<file path="src/rtl/hazard_stall_ctrl_pkg.sv">
// Shared types and helpers for the pipeline hazard/stall controller.
// Register-field widths, controller states and the load-use compare.
package cpu_pkg;

    localparam int REG_W = 5;
    localparam logic [REG_W-1:0] REG_ZERO = 5'd0;

    typedef enum logic [1:0] {
        RUN      = 2'd0,
        MEM_WAIT = 2'd1,
        ERROR    = 2'd2
    } state_e;

    // $0 is hard-wired zero, so a load targeting it never creates a dependency.
    function automatic logic load_use_hazard(
        input logic             memread,
        input logic [REG_W-1:0] ex_rt,
        input logic [REG_W-1:0] id_rs,
        input logic [REG_W-1:0] id_rt
    );
        return memread && (ex_rt != REG_ZERO) && ((ex_rt == id_rs) || (ex_rt == id_rt));
    endfunction

endpackage

</file>
<file path="src/rtl/hazard_stall_ctrl_if.sv">
// Bundle between the pipeline datapath (master) and the hazard/stall controller (slave).
// Carries hazard sources, the data-memory handshake and the pipeline control outputs.
interface hazard_stall_ctrl_if
    import cpu_pkg::*;
#(
    parameter int CNT_W = 16
) ();

    logic             ID_EX_memread_i;
    logic [REG_W-1:0] ID_EX_RT_i;
    logic [REG_W-1:0] IF_ID_RS_i;
    logic [REG_W-1:0] IF_ID_RT_i;
    logic             branch_taken_i;
    logic             EX_MEM_memaccess_i;
    logic             dmem_ack_i;
    logic             dmem_req_o;
    logic             PC_write_o;
    logic             IF_ID_write_o;
    logic             IF_ID_flush_o;
    logic             ID_EX_bubble_o;
    logic             pipe_stall_o;
    logic             error_o;
    logic [CNT_W-1:0] stall_cycles_o;

    modport master (
        output ID_EX_memread_i, ID_EX_RT_i, IF_ID_RS_i, IF_ID_RT_i,
               branch_taken_i, EX_MEM_memaccess_i, dmem_ack_i,
        input  dmem_req_o, PC_write_o, IF_ID_write_o, IF_ID_flush_o,
               ID_EX_bubble_o, pipe_stall_o, error_o, stall_cycles_o
    );

    modport slave (
        input  ID_EX_memread_i, ID_EX_RT_i, IF_ID_RS_i, IF_ID_RT_i,
               branch_taken_i, EX_MEM_memaccess_i, dmem_ack_i,
        output dmem_req_o, PC_write_o, IF_ID_write_o, IF_ID_flush_o,
               ID_EX_bubble_o, pipe_stall_o, error_o, stall_cycles_o
    );

endinterface

</file>
<file path="src/rtl/hazard_stall_ctrl_sat_counter.sv">
// Up-counter that sticks at all-ones instead of wrapping.
// Synchronous active-low clear.
module sat_counter #(
    parameter int WIDTH = 16
) (
    input  logic             i_clk,
    input  logic             i_clr_n,
    input  logic             i_en,
    output logic [WIDTH-1:0] o_cnt
);

    localparam logic [WIDTH-1:0] CNT_MAX = {WIDTH{1'b1}};
    localparam logic [WIDTH-1:0] CNT_ONE = WIDTH'(1);

    logic [WIDTH-1:0] r_cnt;

    // Count enabled cycles, holding once the maximum is reached.
    always_ff @(posedge i_clk) begin
        if (!i_clr_n) begin
            r_cnt <= {WIDTH{1'b0}};
        end else if (i_en && (r_cnt != CNT_MAX)) begin
            r_cnt <= r_cnt + CNT_ONE;
        end else begin
            r_cnt <= r_cnt;
        end
    end

    assign o_cnt = r_cnt;

endmodule

</file>
<file path="src/rtl/hazard_stall_ctrl.sv">
// Load-use stall, taken-branch flush and data-memory wait control for the 5-stage pipe.
// Memory waits freeze the whole pipe; a stuck memory latches a sticky error.
module hazard_stall_ctrl
    import cpu_pkg::*;
#(
    parameter int TIMEOUT_CYCLES = 64,
    parameter int CNT_W          = 16
) (
    input logic                clk_i,
    input logic                rst_i,
    hazard_stall_ctrl_if.slave bus
);

    localparam int WAIT_W = $clog2(TIMEOUT_CYCLES) + 1;
    localparam logic [WAIT_W-1:0] WAIT_ONE   = WAIT_W'(1);
    localparam logic [WAIT_W-1:0] WAIT_LIMIT = WAIT_W'(TIMEOUT_CYCLES - 1);

    state_e           r_state;
    state_e           w_state_next;
    logic [WAIT_W-1:0] r_wait_cnt;
    logic [WAIT_W-1:0] w_wait_next;
    logic [WAIT_W-1:0] w_wait_inc;
    logic             w_req_raw;
    logic             w_req;
    logic             w_mem_stall;
    logic             w_error;
    logic             w_load_use;
    logic             w_cnt_en;
    logic [CNT_W-1:0] w_stall_cnt;

    assign w_error     = (r_state == ERROR);
    assign w_req_raw   = (r_state == MEM_WAIT) || ((r_state == RUN) && bus.EX_MEM_memaccess_i);
    // Holding reset drops an outstanding request immediately.
    assign w_req       = w_req_raw && rst_i;
    assign w_mem_stall = w_req && !bus.dmem_ack_i;
    assign w_load_use  = load_use_hazard(bus.ID_EX_memread_i, bus.ID_EX_RT_i,
                                         bus.IF_ID_RS_i, bus.IF_ID_RT_i);
    assign w_wait_inc  = r_wait_cnt + WAIT_ONE;

    // Next state: a miss in RUN counts as the first unacknowledged cycle.
    always_comb begin
        w_state_next = r_state;
        w_wait_next  = r_wait_cnt;
        case (r_state)
            RUN: begin
                if (w_req_raw && !bus.dmem_ack_i) begin
                    w_state_next = (WAIT_LIMIT <= WAIT_ONE) ? ERROR : MEM_WAIT;
                    w_wait_next  = WAIT_ONE;
                end else begin
                    w_wait_next  = {WAIT_W{1'b0}};
                end
            end
            MEM_WAIT: begin
                if (bus.dmem_ack_i) begin
                    w_state_next = RUN;
                    w_wait_next  = {WAIT_W{1'b0}};
                end else if (w_wait_inc >= WAIT_LIMIT) begin
                    w_state_next = ERROR;
                    w_wait_next  = w_wait_inc;
                end else begin
                    w_wait_next  = w_wait_inc;
                end
            end
            ERROR: begin
                w_state_next = ERROR;
            end
            default: begin
                w_state_next = RUN;
                w_wait_next  = {WAIT_W{1'b0}};
            end
        endcase
    end

    // State and wait-counter registers.
    always_ff @(posedge clk_i) begin
        if (!rst_i) begin
            r_state    <= RUN;
            r_wait_cnt <= {WAIT_W{1'b0}};
        end else begin
            r_state    <= w_state_next;
            r_wait_cnt <= w_wait_next;
        end
    end

    // Priority mux: reset, memory stall/error, load-use bubble, branch flush, normal flow.
    always_comb begin
        bus.PC_write_o     = 1'b1;
        bus.IF_ID_write_o  = 1'b1;
        bus.IF_ID_flush_o  = 1'b0;
        bus.ID_EX_bubble_o = 1'b0;
        bus.pipe_stall_o   = 1'b0;
        if (!rst_i || w_mem_stall || w_error) begin
            bus.PC_write_o    = 1'b0;
            bus.IF_ID_write_o = 1'b0;
            bus.pipe_stall_o  = 1'b1;
        end else if (w_load_use) begin
            bus.PC_write_o     = 1'b0;
            bus.IF_ID_write_o  = 1'b0;
            bus.ID_EX_bubble_o = 1'b1;
        end else if (bus.branch_taken_i) begin
            bus.IF_ID_flush_o = 1'b1;
        end else begin
            bus.IF_ID_flush_o = 1'b0;
        end
    end

    assign w_cnt_en = w_mem_stall || w_load_use || w_error;

    sat_counter #(
        .WIDTH (CNT_W)
    ) u_stall_cnt (
        .i_clk   (clk_i),
        .i_clr_n (rst_i),
        .i_en    (w_cnt_en),
        .o_cnt   (w_stall_cnt)
    );

    assign bus.dmem_req_o     = w_req;
    assign bus.error_o        = w_error;
    assign bus.stall_cycles_o = w_stall_cnt;

endmodule
</file>
<file path="src/flat_wrapper.sv">
// flat-port wrapper written by rule: the top's interface ports become plain ports
module hazard_stall_ctrl_flat import cpu_pkg::*;
#(
    parameter int TIMEOUT_CYCLES = 64,
    parameter int CNT_W          = 16
)
  (clk_i, rst_i, bus_ID_EX_memread_i, bus_ID_EX_RT_i, bus_IF_ID_RS_i, bus_IF_ID_RT_i, bus_branch_taken_i, bus_EX_MEM_memaccess_i, bus_dmem_ack_i, bus_dmem_req_o, bus_PC_write_o, bus_IF_ID_write_o, bus_IF_ID_flush_o, bus_ID_EX_bubble_o, bus_pipe_stall_o, bus_error_o, bus_stall_cycles_o);
  hazard_stall_ctrl_if #(.CNT_W(CNT_W)) bus_i ();
  input logic clk_i;
  input logic rst_i;
  input wire logic [$bits(bus_i.ID_EX_memread_i)-1:0] bus_ID_EX_memread_i;
  input wire logic [$bits(bus_i.ID_EX_RT_i)-1:0] bus_ID_EX_RT_i;
  input wire logic [$bits(bus_i.IF_ID_RS_i)-1:0] bus_IF_ID_RS_i;
  input wire logic [$bits(bus_i.IF_ID_RT_i)-1:0] bus_IF_ID_RT_i;
  input wire logic [$bits(bus_i.branch_taken_i)-1:0] bus_branch_taken_i;
  input wire logic [$bits(bus_i.EX_MEM_memaccess_i)-1:0] bus_EX_MEM_memaccess_i;
  input wire logic [$bits(bus_i.dmem_ack_i)-1:0] bus_dmem_ack_i;
  output wire logic [$bits(bus_i.dmem_req_o)-1:0] bus_dmem_req_o;
  output wire logic [$bits(bus_i.PC_write_o)-1:0] bus_PC_write_o;
  output wire logic [$bits(bus_i.IF_ID_write_o)-1:0] bus_IF_ID_write_o;
  output wire logic [$bits(bus_i.IF_ID_flush_o)-1:0] bus_IF_ID_flush_o;
  output wire logic [$bits(bus_i.ID_EX_bubble_o)-1:0] bus_ID_EX_bubble_o;
  output wire logic [$bits(bus_i.pipe_stall_o)-1:0] bus_pipe_stall_o;
  output wire logic [$bits(bus_i.error_o)-1:0] bus_error_o;
  output wire logic [$bits(bus_i.stall_cycles_o)-1:0] bus_stall_cycles_o;
  assign bus_i.ID_EX_memread_i = bus_ID_EX_memread_i;
  assign bus_i.ID_EX_RT_i = bus_ID_EX_RT_i;
  assign bus_i.IF_ID_RS_i = bus_IF_ID_RS_i;
  assign bus_i.IF_ID_RT_i = bus_IF_ID_RT_i;
  assign bus_i.branch_taken_i = bus_branch_taken_i;
  assign bus_i.EX_MEM_memaccess_i = bus_EX_MEM_memaccess_i;
  assign bus_i.dmem_ack_i = bus_dmem_ack_i;
  assign bus_dmem_req_o = bus_i.dmem_req_o;
  assign bus_PC_write_o = bus_i.PC_write_o;
  assign bus_IF_ID_write_o = bus_i.IF_ID_write_o;
  assign bus_IF_ID_flush_o = bus_i.IF_ID_flush_o;
  assign bus_ID_EX_bubble_o = bus_i.ID_EX_bubble_o;
  assign bus_pipe_stall_o = bus_i.pipe_stall_o;
  assign bus_error_o = bus_i.error_o;
  assign bus_stall_cycles_o = bus_i.stall_cycles_o;
  hazard_stall_ctrl #(.TIMEOUT_CYCLES(TIMEOUT_CYCLES), .CNT_W(CNT_W)) u_core (.clk_i(clk_i), .rst_i(rst_i), .bus(bus_i));
endmodule
</file>
<file path="config.mk">
export PLATFORM = sky130hd
export DESIGN_NAME = hazard_stall_ctrl_flat
export DESIGN_NICKNAME = d
export VERILOG_FILES = /design/src/rtl/hazard_stall_ctrl_pkg.sv /design/src/rtl/hazard_stall_ctrl_if.sv /design/src/rtl/hazard_stall_ctrl_sat_counter.sv /design/src/rtl/hazard_stall_ctrl.sv /design/src/flat_wrapper.sv
export SDC_FILE = /design/constraint.sdc
export NUM_CORES = 1
export LEC_CHECK = 0
export CELL_PAD_IN_SITES_DETAIL_PLACEMENT = 1
export CELL_PAD_IN_SITES_GLOBAL_PLACEMENT = 1
export CORE_ASPECT_RATIO = 1.4
export CORE_MARGIN = 5
export CORE_UTILIZATION = 34
export DETAILED_ROUTE_END_ITERATION = 7
export HOLD_SLACK_MARGIN = 0.06
export PLACE_DENSITY_LB_ADDON = 0.2
export SLEW_MARGIN = 20
export SYNTH_ARGS = -nofsm -noshare
export SYNTH_HDL_FRONTEND = slang
export SYNTH_SLANG_ARGS = --single-unit
export TNS_END_PERCENT = 100
</file>
<file path="constraint.sdc">
create_clock -name clk_i -period 2.6 [get_ports clk_i]
set_input_delay 0.65 -clock clk_i [delete_from_list [all_inputs] [get_ports clk_i]]
set_output_delay 0.65 -clock clk_i [all_outputs]
set_load 0.02 [all_outputs]
</file>
== Word level (Yosys, flattened, before mapping) ==
Index checks and enable logic that the tools add are counted.
Word-level totals
  word-level logic and storage cells: 46
  bits in registers: 25
  output and inout port bits: 23
  bits in latches: 0
  memories kept: 0
  bits in writable memories: 0
  bits in read-only memories: 0
Cells by class
  $mul: 0
  div/mod/pow operators: 0
  bitwise operators: 0
  reductions and logical operators: 18
  shifts and indexed selects: 0
  mux-type cells: 15
  equal/unequal tests: 7
  order comparisons: 1
  $add $sub $neg: 2
Operators with widths (count)
  $pmux W7 S3: 1
  $add A16 B1 Y16 const B: 1
  $ne A16 B16 Y1 const B: 1
  $eq A5 B5 Y1: 2
  $mux W1: 9
  $add A7 B1 Y7 const B: 1
  $ge A7 B6 Y1 const B: 1
  $logic_and A1 B1 Y1: 7
  $mux W7: 1
  $logic_or A1 B1 Y1: 6
  $mux W2: 3
  $pmux W2 S3: 1
  $reduce_bool A5 Y1: 1
  $ne A3 B3 Y1 const B: 1
  $eq A2 B1 Y1 const B: 1
  $eq A2 B2 Y1 const B: 1
  $logic_not A1 Y1: 2
  $logic_not A2 Y1: 1
  $ne A2 B2 Y1 const B: 1
  $reduce_and A2 Y1: 1

== Depth between registers and ports, before layout ==
Gate-level depths: netlist of the first run.
  depth after elaboration: 8
  depth in mapped cells: 10

== By module ==
Synthesis of the first run repeated with hierarchy kept, for this count alone.
Second synthesis, totals
  cells, all modules: 190
  area total of the unflattened synthesis: 1564.0 um2
By module, submodules not included
  sat_counter: times used 1, area each 837.1 um2, cells each 97
  hazard_stall_ctrl: times used 1, area each 726.9 um2, cells each 93

== Worst setup path before layout of the first run ==
No wires, ideal clock.
  path type: in2out
  start: input port bus_ID_EX_RT_i[0]
  end: output port bus_IF_ID_flush_o
  arrival: 2.043 ns
  slack: -0.093 ns
  cell stages on the path: 5
  path through: or4_1 o21ai_1 nor2_1 nor2_1 and2_1
Between the ends
  cells in the longest elaborated chain, start to end: 5
  elaborated cells on any way between the ends: 8
  classes of those cells: 2 x eq/ne; 2 x mux; 4 x reduce/logical
Ends and longest elaborated chain
  start, declared: line flat_wrapper.sv:12  | input wire logic [$bits(bus_i.ID_EX_RT_i)-1:0] bus_ID_EX_RT_i;
  $eq A5 B5 Y1 or $reduce_bool A5 Y1 (tied branches): line hazard_stall_ctrl_pkg.sv:21  | return memread && (ex_rt != REG_ZERO) && ((ex_rt == id_rs) || (ex_rt == id_rt));
  $logic_or A1 B1 Y1 or $logic_and A1 B1 Y1 (tied branches): line hazard_stall_ctrl_pkg.sv:21
  $logic_and A1 B1 Y1 (*): line hazard_stall_ctrl_pkg.sv:21
  $mux W1 (*): line hazard_stall_ctrl.sv:96  | end else if (w_load_use) begin
  $mux W1 (*): line hazard_stall_ctrl.sv:92  | if (!rst_i || w_mem_stall || w_error) begin
  end, declared: line flat_wrapper.sv:21  | output wire logic [$bits(bus_i.IF_ID_flush_o)-1:0] bus_IF_ID_flush_o;
Mark *: on every way between the ends. The rest lies on a longest branch, timed or not.

== Worst setup path after layout of the first run ==
  start: input port bus_ID_EX_RT_i[3]
  end: output port bus_ID_EX_bubble_o
Between the ends
  cells in the longest elaborated chain, start to end: 5
  elaborated cells on any way between the ends: 8
  classes of those cells: 2 x eq/ne; 2 x mux; 4 x reduce/logical
Ends and longest elaborated chain
  $eq A5 B5 Y1 or $reduce_bool A5 Y1 (tied branches): line hazard_stall_ctrl_pkg.sv:21
  $logic_or A1 B1 Y1 or $logic_and A1 B1 Y1 (tied branches): line hazard_stall_ctrl_pkg.sv:21
  $logic_and A1 B1 Y1 (*): line hazard_stall_ctrl_pkg.sv:21
  $mux W1 (*): line hazard_stall_ctrl.sv:96
  $mux W1 (*): line hazard_stall_ctrl.sv:92
  end, declared: line flat_wrapper.sv:22  | output wire logic [$bits(bus_i.ID_EX_bubble_o)-1:0] bus_ID_EX_bubble_o;
Marked as above.

==> flow_metrics.py, run 1 <==
metrics = {
    "yosys": {
        "synth_top_area_frac": 0.328,
        "synth_area_leader_cell": "dfxtp_1",
        "synth_seq_cells": 25,
        "syn_inst": 195,
        "synthFlopType": "dfxtp_1",
        "synth_area_leaders": "dfxtp_1 (33%), a21oi_1 (6.9%), xor2_1 (6.3%)",
        "yosys_warnings": 0,
        "syn_area_sq_mm": 0.00153,
        "netlist_top_cells_count": "dfxtp_1 (25), nor2_1 (23), a21oi_1 (21)",
        "yosysMostFrequentCell": "dfxtp_1",
        "ys_seq_area_frac": 0.328,
        "synth_fp_nets": 219,
        "ys_types": 39,
        "synth_edf_count": 0,
        "synthArstFlopShare": 0,
        "synth.avg_cell_area_sq_um": 7.83,
    },
    "power_and_ir_drop": {
        "power_density_mw_per_mm2": 366,
        "switchingPower_uw": 221,
        "sw_frac_of_total": 0.274,
        "power.total_uw": 805,
        "p_clk_frac": 0.294,
        "leakage_uw": 0.000835,
        "combPwrFrac": 0.217,
        "max-vdd-ir-drop_uv": 173,
        "power.internal_uw": 584,
        "p_seq_frac": 0.489,
    },
    "placement": {
        "io_buffers": 43,
        "gp_congestion": 0.737,
        "dp_hpwl_mm": 3.49,
        "dp_slack_ps": -757,
    },
    "timing": {
        "tns_ps": 0,
        "finalSetupViolCount": 0,
        "slew_viol_final": 0,
        "fin_skew_ps": 3.34,
        "slew_headroom": 0.443,
        "tightest_slew_ps": 835,
        "fmax_ghz": 0.394,
        "timing.final.ws_setup_ps": 58.9,
        "hold_violations": 0,
        "fin_crit_sh": 0.977,
        "fin_crit_ps": 2540,
        "grt_setup_unrepaired": "no",
    },
    "run_status": {
        "outcome": "finished clean",
    },
    "floorplan": {
        "dieWidth_um": 66.7,
        "core_area_sq_mm": 0.00431,
        "num_rows": 28,
        "ios": 44,
        "initial_core_util": 0.355,
        "dieArea_sq_mm": 0.00595,
        "die_h_um": 89.3,
    },
    "setup_path": {
        "crit_type": "in2out",
        "start_kind": "input port",
        "worstPathMaxFanout": 2,
        "cp-end-kind": "primary output",
        "cp.required_ps": 1950,
        "arrival_ps": 1890,
    },
    "clock_network": {
        "cts.sinks": 25,
        "path_clk_slew_ps": 90,
        "clk_latency_ps": 270,
        "clock-root-buffer": "clkbuf_8",
        "cts_buffers": 3,
        "htreeDepth": 1,
        "cts_buffer_depth": 2,
        "cts_tree": "built",
        "hold_buffers": 0,
    },
    "finish": {
        "final_nets": 276,
        "area_growth_syn_to_layout_pct": 44.1,
        "fin_util": 0.511,
        "drive_gt1_frac": 0.183,
    },
    "grt": {
        "use_met2": 0.311,
        "antenna_found_initial": 0,
        "grt-busiest-layer": "met2",
        "grt_pass1_vias": 1708,
        "grt_max_degree": 28,
        "grt_first_pass_wirelength_mm": 7.80,
        "use_met1": 0.193,
        "grtUsageTotal": 0.167,
        "use_met3": 0.0189,
        "overflow": 0,
    },
    "flow_run": {
        "maxCapViolCount": 0,
    },
    "drt": {
        "num_vias": 1617,
        "drt_iter0_markers": 51,
        "drt_pre_antenna_iters": 4,
        "antenna_left": 0,
        "via_per_inst": 5.18,
        "wl_per_cell_um": 15.2,
        "routed_wirelength_mm": 4.74,
        "drcViolationCount": 0,
    },
    "hold_path": {
        "min_path_type": "reg2reg",
    },
}
[through the flow]
stage / instance area [sq um] / instances / hold WS (ps)
finish: 2200 / 312 / 517
global route: 2200 / 311 / 548
CTS: 2170 / 311 / 523
detailed placement: 2120 / 305 / 501
global placement: 2120 / 305 / 491
floorplan: 1530 / 195 / 476
[cell families after synthesis]
logic type	share of synthesized area
AND/OR/NAND/NOR	0.292
AO/OA/AOI/OAI	0.198
flip-flops	0.328
buffers and inverters	0.0655
XOR/XNOR	0.0860
adder cells (fa/ha/maj)	0.0246
multiplexers	0.00655
[per-layer routing]
layer  wire length [um]  part of all wire
met1               2010              0.42
met2               2550              0.54
met3                 79             0.017
met4                 95             0.020
met5                  0                 0
[placed cells by master, fill, tap and decap left out, types with 10 or more instances in the layout]
cell type / instances
clkdlybuf4s50_1: 19
nand3_1: 10
dlygate4sd2_1: 10
nor2_1: 21
buf_4: 22
o31ai_1: 10
a21oi_1: 21
xor2_1: 11
or4_1: 11
nand2_1: 13
dfxtp_1: 25
[state kept, by name, indices dropped and copies added (netlist names)]
name                      flops
u_core.r_state                2
u_core.r_wait_cnt             7
u_core.u_stall_cnt.o_cnt     16
[power by group through the flow]
stage                     clock network, uW  registers, uW  logic [uW]
after CTS                               246            394         169
after global routing                    257            395         189
final                                   237            394         175
after detailed placement                  0            403         170
after floorplan                           0            403        72.5
after global placement                    0            403         167
[worst max-delay path: stages]
cell,delay (ps)
buf_2,110
or4_4,520
o21ai_4,170
buf_4,130
buf_4,100
nor3_2,40
buf_4,160
[worst paths after layout]
kind | cells after the start | end | slack (ps) | start
max | 7 | bus_ID_EX_bubble_o | 60 | bus_ID_EX_RT_i[3]
min | 2 | u_core.u_stall_cnt.o_cnt[9]$_SDFFE_PN0P_ | 520 | u_core.u_stall_cnt.o_cnt[9]$_SDFFE_PN0P_
max reg2reg | 6 | u_core.u_stall_cnt.o_cnt[3]$_SDFFE_PN0P_ | 270 | u_core.u_stall_cnt.o_cnt[0]$_SDFFE_PN0P_
min reg2reg | 2 | u_core.u_stall_cnt.o_cnt[9]$_SDFFE_PN0P_ | 520 | u_core.u_stall_cnt.o_cnt[9]$_SDFFE_PN0P_
[area by class of cell]
cell class	instances	area [sq um]
Sequential cell	25	500
Fill cell	551	2110
Tap cell	60	75.1
Clock buffer	4	45.0
Multi-Input combinational cell	151	981
Inverter	7	26.3
Timing Repair Buffer	64	572
Antenna cell	1	2.50
[repair_timing]
action | CTS | global route
buffers inserted | 2 | 0
gates resized for setup | 58 | 14
cloned | 0 | 0
setup endpoints to repair | 17 | 5
pin swaps | 13 | 11
Note: power is estimated with default switching activity, not from simulation.
==> run 2: changes to the inputs <==
GPL_TIMING_DRIVEN = 0   (was unset)
==> flow_metrics.py, run 2 (same netlist as run 1, synthesis figures left out) <==
metrics = {
    "finish": {
        "stdcell_area_sq_mm": 0.00211,
        "area_growth_syn_to_layout_pct": 38.0,
        "layout_commonest_cell": "dfxtp_1",
        "fin_cells": 306,
        "n_antenna_cell": 0,
        "fin_util": 0.489,
        "final_nets": 271,
        "drive_gt1_frac": 0.154,
        "largest_register_ff_count": 16,
        "layout_common_cells": "dfxtp_1 (25), nor2_1 (22), a21oi_1 (21), clkdlybuf4s50_1 (20), dlygate4sd2_1 (14)",
        "fillers": 560,
    },
    "floorplan": {
        "die_h_um": 89.3,
        "initial_core_util": 0.355,
        "num_rows": 28,
        "ios": 44,
        "dieWidth_um": 66.7,
        "core_area_sq_mm": 0.00431,
        "dieArea_sq_mm": 0.00595,
    },
    "power_and_ir_drop": {
        "switchingPower_uw": 226,
        "sw_frac_of_total": 0.286,
        "power_density_mw_per_mm2": 374,
        "combPwrFrac": 0.192,
        "max-vdd-ir-drop_uv": 181,
        "power.internal_uw": 563,
        "p_clk_frac": 0.309,
        "p_seq_frac": 0.498,
        "leakage_uw": 0.000768,
    },
    "grt": {
        "antenna_found_initial": 0,
        "overflow": 0,
        "grt_pass1_vias": 1693,
        "grtUsageTotal": 0.173,
        "grt_max_degree": 16,
        "grt_first_pass_wirelength_mm": 8.02,
    },
    "placement": {
        "dp_cells": 298,
        "dp_hpwl_mm": 3.58,
        "gp_congestion": 0.714,
        "place_area_sq_mm": 0.00204,
        "io_buffers": 43,
    },
    "clock_network": {
        "clk_latency_ps": 280,
        "cts_tree": "built",
        "hold_buffers": 0,
        "cts_buffers": 3,
        "path_clk_slew_ps": 100,
        "htreeDepth": 1,
        "cts_buffer_depth": 2,
        "cts.sinks": 25,
        "clock-root-buffer": "clkbuf_8",
    },
    "setup_path": {
        "cp_cell_sequence": "buf_2, or4_4, o21ai_2, nor2_1, nor2_2, and2_4, buf_6",
        "crit_slowest_cell": "or4_4",
        "arrival_ps": 1910,
        "cp_slowest_stage_delay_ps": 510,
        "r2r_start": "u_core.u_stall_cnt.o_cnt[0]$_SDFFE_PN0P_",
        "path_buf_inv": 2,
        "crit_family": "simple AND/OR/NAND/NOR gates",
        "cp-end-kind": "primary output",
        "worstPathMaxFanout": 3,
        "cp.required_ps": 1950,
        "start_kind": "input port",
        "crit_type": "in2out",
        "cp-startpoint": "bus_ID_EX_RT_i[3]",
    },
    "timing": {
        "fin_skew_ps": 6.24,
        "grt_setup_unrepaired": "yes",
        "hold_violations": 0,
        "finalSetupViolCount": 0,
        "fin_crit_ps": 2560,
        "tightest_slew_ps": 517,
        "fin_crit_sh": 0.984,
        "fmax_ghz": 0.391,
        "slew_viol_final": 0,
        "slew_headroom": 0.655,
    },
    "drt": {
        "wl_per_cell_um": 15.4,
        "drt_pre_antenna_iters": 4,
        "routed_wirelength_mm": 4.72,
        "antenna_left": 0,
        "num_vias": 1631,
        "drcViolationCount": 0,
        "via_per_inst": 5.33,
        "drt_iter0_markers": 37,
    },
    "hold_path": {
        "min_path_type": "reg2reg",
        "min-delay-start": "u_core.u_stall_cnt.o_cnt[9]$_SDFFE_PN0P_",
    },
    "flow_run": {
        "maxCapViolCount": 0,
    },
    "run_status": {
        "outcome": "finished clean",
    },
}
run 2: cell count changes in the layout (fill, tap and decap cells not counted), moves of 2 or more:
cell and delta:
buf_4 -14, dlymetal6s2s_1 -4, dlygate4sd2_1 +4, buf_2 +5, nor2_4 -2
run 2: power groups by stage:
stage	logic (uW)	clock network, uW	registers, uW
3_5_place_dp	151	0	402
2_1_floorplan	72.5	0	403
3_3_place_gp	148	0	402
6_report	152	244	393
4_1_cts	149	254	393
5_1_grt	167	274	395
run 2: per-stage QoR:
step	TNS (ps)	setup slack [ps]	total power [uW]	hold WS, ps
final	0	40.8	789	520
after global routing	-25.2	-22.1	836	545
after CTS	0	6.57	796	526
after detailed placement	-7250	-945	553	503
after global placement	-6620	-871	550	489
after floorplan	0	21.5	476	476
run 2: cell type report:
| class | count | area (sq um) | area share |
|---|---|---|---|
| multi-input cells | 151 | 967 | 0.459 |
| flip-flops and latches | 25 | 500 | 0.237 |
| plain buffers | 12 | 75.1 | 0.0356 |
| well taps | 60 | 75.1 | 0.0356 |
| clock buffers | 3 | 41.3 | 0.0196 |
| clock inverters | 1 | 7.51 | 0.00356 |
| inverters | 7 | 26.3 | 0.0125 |
| repair buffers | 47 | 415 | 0.197 |
run 2: repair_timing:
item,CTS,global route
pin swaps,16,4
gates resized for setup,61,7
setup buffers,3,1
endpoints found under the setup margin,6,5
run 2: worst reg2reg max path, stage by stage, from the launching register on:
cell and delay [ps]:
dfxtp_1 380, ha_1 250, and3_1 200, and3_1 170, buf_2 150, and3_1 160, clkbuf_2 170, buf_6 170
buf_2 190, o31ai_1 270, a21oi_1 90
run 2: final timing paths:
path / endpoint / slack [ps] / depth (start not counted)
setup / recovery: bus_IF_ID_flush_o / 40 / 7
hold / removal: u_core.u_stall_cnt.o_cnt[9]$_SDFFE_PN0P_ / 520 / 2
setup reg to reg: u_core.u_stall_cnt.o_cnt[8]$_SDFFE_PN0P_ / 280 / 10
hold reg to reg: u_core.u_stall_cnt.o_cnt[9]$_SDFFE_PN0P_ / 520 / 2
run 2: metal layers:
layer  part of all wire  vias up  global-route usage
met5                  0        -                   0
met4              0.013        0              0.0444
met3              0.019        7              0.0201
met2               0.56       22               0.331
met1               0.41      794               0.200
li1                   -      808                   -
